File: src/rtl/step_input_controller.sv
// step_input_controller
// Debounces the two lab push-buttons X0/X1 on the board clock and turns each
// accepted press into a single-cycle step strobe plus the entered bit
// (X1 = 1, X0 = 0). Simultaneous presses are flagged and never produce a step.
//
// Optional feature: define STEP_COUNT_EN to add the 8-bit step_count output
// (steps issued since reset, wrapping 255 -> 0).
//
// FSM: IDLE -> DEBOUNCE -> ISSUE -> RELEASE -> IDLE. The state is held in
// state_q so checkers can bind to it directly.
//
// Handshake: step is a one-cycle strobe with no back-pressure; step_bit is
// valid whenever step=1 and holds its value until the next step.
module step_input_controller #(
   parameter int DEBOUNCE_CYCLES = 500000,
   parameter int CNT_W           = 20
) (
   input  logic       CLK,
   input  logic       RESET,
   input  logic       X0,
   input  logic       X1,
   output logic       step,
   output logic       step_bit,
   output logic       busy,
`ifdef STEP_COUNT_EN
   output logic       both_err,
   output logic [7:0] step_count
`else
   output logic       both_err
`endif
);

   // Terminal count: DEBOUNCE_CYCLES consecutive stable samples.
   localparam logic [CNT_W-1:0] CNT_LAST = CNT_W'(DEBOUNCE_CYCLES - 1);

   typedef enum logic [1:0] {
      S_IDLE     = 2'd0,
      S_DEBOUNCE = 2'd1,
      S_ISSUE    = 2'd2,
      S_RELEASE  = 2'd3
   } state_t;

   state_t           state_q, state_d;
   logic [CNT_W-1:0] cnt_q, cnt_d;
   logic [1:0]       pat_q, pat_d;       // captured {s1,s0} of the press under debounce
   logic             bit_q, bit_d;
   logic             meta0_q, meta1_q;   // first synchronizer stage
   logic             s0, s1;             // synchronized buttons (second stage)

   // Two-flop synchronizers for the asynchronous button inputs.
   always_ff @(posedge CLK or posedge RESET) begin
      if (RESET) begin
         meta0_q <= 1'b0;
         meta1_q <= 1'b0;
         s0      <= 1'b0;
         s1      <= 1'b0;
      end else begin
         meta0_q <= X0;
         meta1_q <= X1;
         s0      <= meta0_q;
         s1      <= meta1_q;
      end
   end

   // State register together with the debounce counter and captured data.
   always_ff @(posedge CLK or posedge RESET) begin
      if (RESET) begin
         state_q <= S_IDLE;
         cnt_q   <= '0;
         pat_q   <= 2'b00;
         bit_q   <= 1'b0;
      end else begin
         state_q <= state_d;
         cnt_q   <= cnt_d;
         pat_q   <= pat_d;
         bit_q   <= bit_d;
      end
   end

   // Next-state logic: a press must stay identical for DEBOUNCE_CYCLES samples,
   // and both buttons must then stay low for DEBOUNCE_CYCLES samples to re-arm.
   always_comb begin
      state_d = state_q;
      cnt_d   = cnt_q;
      pat_d   = pat_q;
      bit_d   = bit_q;
      case (state_q)
         S_IDLE: begin
            if (s0 ^ s1) begin
               pat_d   = {s1, s0};
               cnt_d   = '0;
               state_d = S_DEBOUNCE;
            end
         end
         S_DEBOUNCE: begin
            if ({s1, s0} != pat_q) begin
               // Glitch, early release or a second button: drop the press.
               cnt_d   = '0;
               state_d = S_IDLE;
            end else if (cnt_q == CNT_LAST) begin
               bit_d   = pat_q[1];
               state_d = S_ISSUE;
            end else begin
               cnt_d = cnt_q + 1'b1;
            end
         end
         S_ISSUE: begin
            cnt_d   = '0;
            state_d = S_RELEASE;
         end
         S_RELEASE: begin
            if (s0 || s1) begin
               cnt_d = '0;
            end else if (cnt_q == CNT_LAST) begin
               cnt_d   = '0;
               state_d = S_IDLE;
            end else begin
               cnt_d = cnt_q + 1'b1;
            end
         end
         default: begin
            cnt_d   = '0;
            state_d = S_IDLE;
         end
      endcase
   end

   // Output decode: strobe in ISSUE, busy outside IDLE, error on double press
   // only before a step has been committed.
   always_comb begin
      step     = (state_q == S_ISSUE);
      step_bit = bit_q;
      busy     = (state_q != S_IDLE);
      both_err = s0 && s1 && ((state_q == S_IDLE) || (state_q == S_DEBOUNCE));
   end

`ifdef STEP_COUNT_EN
   logic [7:0] count_q;

   // Step counter advances on the same edge that raises step.
   always_ff @(posedge CLK or posedge RESET) begin
      if (RESET) begin
         count_q <= 8'd0;
      end else if (state_d == S_ISSUE) begin
         count_q <= count_q + 8'd1;
      end
   end

   assign step_count = count_q;
`endif

endmodule

File: config.mk
export PLATFORM = sky130hd
export DESIGN_NAME = step_input_controller
export DESIGN_NICKNAME = d
export VERILOG_FILES = /design/src/rtl/step_input_controller.sv
export SDC_FILE = /design/constraint.sdc
export NUM_CORES = 1
export LEC_CHECK = 0
export ABC_AREA = 1
export BUFFER_PORTS_ARGS = -buffer_cell sky130_fd_sc_hd__buf_2
export CELL_PAD_IN_SITES_DETAIL_PLACEMENT = 0
export CELL_PAD_IN_SITES_GLOBAL_PLACEMENT = 2
export CORE_AREA = 2 2 81 83
export CTS_CLUSTER_SIZE = 14
export DETAILED_ROUTE_END_ITERATION = 12
export DIE_AREA = 0 0 83 85
export PLACE_DENSITY = 0.86
export SETUP_SLACK_MARGIN = 0.05
export SYNTH_ARGS = -nofsm -noshare
export SYNTH_HDL_FRONTEND = slang
export SYNTH_SLANG_ARGS = --single-unit
File: constraint.sdc
create_clock -name CLK -period 2.21 [get_ports CLK]
set_clock_uncertainty 0.15 [all_clocks]
set_input_delay 0.3315 -clock CLK [delete_from_list [all_inputs] [get_ports CLK]]
set_output_delay 0.3315 -clock CLK [all_outputs]
set_load 0.02 [all_outputs]
; ---- Yosys cells after proc, flatten, opt, wreduce, memory -nomap -nowiden
; Index checks and enable logic that the tools add are counted.
[totals]
reg_bits = 29
latchBits = 0
ramBits = 0
mem_bits_ro = 0
in_bits = 4
output_inout_bits = 4
elab_cells = 43
mem_count = 0
[op_classes]
add_sub_neg = 1
multipliers = 0
div = 0
magnitude_cmp = 0
eq_ne = 10
shift = 0
muxes = 12
bitwise_logic = 2
n_reduce_logical = 10
[op_table]
columns = op, count
row1 = $mux 20, 5
row2 = $pmux 20 s4, 1
row3 = $add 20x1->20 const B, 1
row4 = $eq 20x19->1 const B, 1
row5 = $mux 2, 5
row6 = $pmux 2 s4, 1
row7 = $ne 2x2->1 const B, 3
row8 = $ne 3x3->1 const B, 2
row9 = $eq 2x2->1 const B, 2
row10 = $reduce_and 2->1, 2
row11 = $reduce_and 4->1, 1
row12 = $reduce_and 3->1, 1
row13 = $eq 2x1->1 const B, 1
row14 = $logic_and 1x1->1, 2
row15 = $logic_not 2->1, 1
row16 = $logic_or 1x1->1, 2
row17 = $ne 2x2->1, 1
row18 = $reduce_bool 2->1, 1
row19 = $not 1->1, 1
row20 = $xor 1x1->1, 1

; ---- Depth between registers and ports, before layout
[depth]
ltp_word = 4
mapped_depth = 11
depth_no_buf = 11

; ---- Worst setup path after synthesis
; OpenSTA, ideal clock, no wires.
[synth_timing]
path_kind = register to register
start = reg s1
end = reg cnt_q[16]
setup_ps = 69
t_arrival_ps = 1467
slack_ps = 524
path_stages_with_launch = 8
path_cell_list = dfrtp_1 > inv_1 > ha_1 > or2_4 > buf_2 > nand3_1 > nand2_1 > nor2_2
[synth_via]
elab_chain_cells = 3
[synth_lines]
columns = element, line_no
row1 = "start, declared", 48  ; logic s0, s1;
row2 = "start signal, assigned", 61  ; s1 <= meta1_q;
row3 = $ne 2x2->1 (tied with other cells), 96  ; if ({s1, s0} != pat_q) begin
row4 = $mux 20 (tied with other cells), 96
row5 = $pmux 20 s4 / $reduce_and 2->1 (equally long branches), n/a
row6 = "end signal, assigned", 74  ; cnt_q <= cnt_d;
row7 = "end, declared", 44  ; logic [CNT_W-1:0] cnt_q, cnt_d;
; Parallel ways exist; a longest one is shown, timed or not.
; A chain may end at the register's enable or synchronous reset.

; ---- Worst setup path after layout
[layout_timing]
start = reg cnt_q[0]
end = reg cnt_q[17]
[layout_via]
elab_chain_cells = 4
[layout_lines]
columns = element, line_no
row1 = $add 20x1->20 / $eq 20x19->1 (equally long branches), n/a
row2 = "$mux 20, on equally long branches", "114, 100"
row3 = "$mux 20, on equally long branches", "112, 96"
row4 = $pmux 20 s4, 87  ; case (state_q)
; Parallel ways exist; a longest one is shown, timed or not. The select of a mux whose other input is x is not followed.

==> summary.txt <==
Power
  – Maximum VDD drop: 0.3548 mV
  – Leak: 1.135 nW
  – Psw: 0.5974 mW
  – Design Power: 1.672 mW
  – Sw frac: 35.72%
  – Flop pwr share: 36.4%
  – PD cells: 705.7 nW/µm²
  – Clock power share: 35.3%
  – Internal power: 1.075 mW
  – Comb power frac: 28.3%

Hold path
  – Worst min path class: flop to flop

STA
  – Rel. slew slack: 73.38%
  – Setup TNS: 0 ps
  – Final hold violation count: 0
  – Worst-margin pin slew: 399.3 ps
  – Max-slew violations: 0
  – RSZ-0062 raised after global routing: false
  – Final min period: 1879 ps
  – Period utilization: 85.03%
  – # setup viols final: 0
  – Fmax: 532.2 MHz

Clock tree
  – CTS tree: yes
  – # hold bufs at CTS: 1
  – CTS Buf Count: 5
  – Max H-tree Level: 2
  – Clk pin slew, worst setup/hold paths: 70 ps
  – Clock latency at the later pin of the worst-skew pair: 290 ps
  – Clock sink count: 29
  – Bufs on Longest Clock Path: 2
  – Post-CTS setup buffers: 0
  – Post-cts resize count: 0
  – Root Buffer: clkbuf_8

Finish
  – Share of layout cells above drive strength 1: 13.07%
  – Core Util, Final: 38.19%
  – Total Nets Final: 335
  – Final Instance Area: 2370 µm²
  – Fillers: 675
  – Antenna cell count: 0
  – Most frequent cells in the layout: nand2_1, nand3_1, inv_1, nor2_1, dfrtp_1
  – Commonest non-fill, non-tap cell in the layout: nand2_1
  – Synth-to-layout area growth: 12.94%

Worst setup path
  – Worst EP required: 2290 ps
  – Crit end category: flop
  – CP Launch Type: flop
  – Crit Path Class: flop to flop
  – Data arrival, critical path: 1950 ps
  – Worst-path maximum fanout: 18

Synthesis
  – Yosys reg bits: 29
  – Register area share after synthesis: 34.59%
  – Cell variety after synth: 27
  – Avg Inst Size Synth: 6.682 µm²
  – Yosys warns: 0
  – Synthesized area: 2098 µm²
  – Syn Nets: 321
  – Synthesized instance count: 314

GRT
  – Largest net degree at the start of global routing: 30
  – Total grt overflow: 0
  – Initial antenna violation count: 0
  – Vias in the first global route: 1942
  – First-pass GRT wire length: 9991 µm
  – Total Routing Usage GR: 17.99%

Routing
  – Via Count: 1987
  – Via density: 4.894
  – # DRC: 0
  – Wire per inst: 14.16 µm
  – DRT Pass-1 Iters: 4
  – Final WL: 5749 µm
  – Iter 0 DRT Violations: 120
  – Antenna viol nets, final: 0

Placed design
  – Placed Instance Area: 2220 µm²
  – Port-buffer cells: 7
  – RePlAce Congestion: 0.8513
  – DP HPWL: 4217 µm

Floorplan
  – Core region area: 6205 µm²
  – Num rows: 29
  – Num ports: 8
  – Initial Util: 33.82%
  – Die X: 83 µm
  – Die Ht: 85 µm
  – Die area: 7055 µm²

Status
  – Run status: completed

Flow run
  – Max Cap Viol: 0
area by class of cell:
class | instances | area [µm²] | area share, %
repair buffers | 16 | 110.1 | 4.646
flip-flops and latches | 29 | 725.7 | 30.62
inverters | 44 | 165.2 | 6.969
well taps | 77 | 96.34 | 4.065
clock inverters | 2 | 37.54 | 1.584
clock buffers | 6 | 82.58 | 3.485
multi-input cells | 232 | 1152 | 48.63
logic make-up after synthesis:
kind of cell | Yosys count | synth area share, %
AOI/OAI and AO/OA | 5 | 1.372
xor gates and xnor gates | 5 | 2.087
adders and majority gates | 3 | 1.789
buffers and inverters | 53 | 10.49
and+or+nand+nor | 219 | 49.67
DFF | 29 | 34.59
power by group through the flow:
stage	logic, mW	registers (mW)	clock network (mW)
after floorplan	0.360	0.608	0
after global placement	0.480	0.615	0
after detailed placement	0.477	0.618	0
after CTS	0.479	0.608	0.604
after global routing	0.535	0.617	0.635
final	0.473	0.609	0.591
critical path, cell delays in order, from the launching register on:
cell and delay (ps):
dfrtp_1 430, ha_1 230, nand2_1 100, inv_2 60, nand2_2 70, nor2_2 60
nand3_4 130, nand2_8 130, nor2_1 270, nand3_1 120, nand2_1 70
flip-flops by register name (all words and copies together) (netlist names), named ones only:
name and count:
step_bit 1, s0 1, meta0_q 1, cnt_q 20, state_q 1, meta1_q 1, pat_q 2, s1 1
synthesized netlist by cell type:
cell | instances | area share, %
nand3_4 | 1 | 0.83
dfrtp_1 | 29 | 35
inv_2 | 4 | 0.72
nor2_4 | 2 | 1.1
o21ai_2 | 1 | 0.42
clkbuf_1 | 4 | 0.72
nand3_2 | 2 | 0.95
clkinv_1 | 1 | 0.18
ha_1 | 3 | 1.8
o21ai_0 | 4 | 0.95
nand4_1 | 22 | 6.6
nand2_8 | 1 | 0.95
or2_4 | 1 | 0.42
nor2_1 | 38 | 6.8
buf_12 | 1 | 0.95
xor2_1 | 5 | 2.1
nor3_2 | 1 | 0.48
buf_2 | 4 | 0.95
nand2_2 | 2 | 0.60
nor2_2 | 7 | 2.1
nand2_1 | 87 | 16
and2_1 | 1 | 0.30
inv_1 | 39 | 7.0
nor3b_1 | 1 | 0.36
nor3_1 | 4 | 0.95
nand3_1 | 48 | 11
and3_1 | 1 | 0.30
per-layer routing:
layer	up-vias	global-route usage, %	part of all wire, %
met5	-	0	0
met4	0	5.663	1.4
met1	906	25.56	50
li1	1038	-	-
met3	10	3.599	4.4
met2	33	27.64	44
path summary, 6_finish.rpt:
check | startpoint | end | slack (ps) | depth (start not counted)
worst max register to register | cnt_q[0] | cnt_q[17] | 330 | 10
min in group asynchronous | RESET | s1 | 520 | 4
worst max-delay path | cnt_q[0] | cnt_q[17] | 330 | 10
worst min-delay path | meta1_q | s1 | 200 | 0
worst min register to register | meta1_q | s1 | 200 | 0
max in group asynchronous | RESET | cnt_q[15] | 1100 | 4
per-stage QoR:
stage	std cells	setup slack, ps	hold slack (ps)
floorplan	314	523.8	181.2
global placement	395	344.7	182.3
detailed placement	395	314.2	188.9
CTS	404	296.8	1.364
global route	406	103.6	219.0
finish	406	330.9	196.5
(Power assumes the default switching activity.)
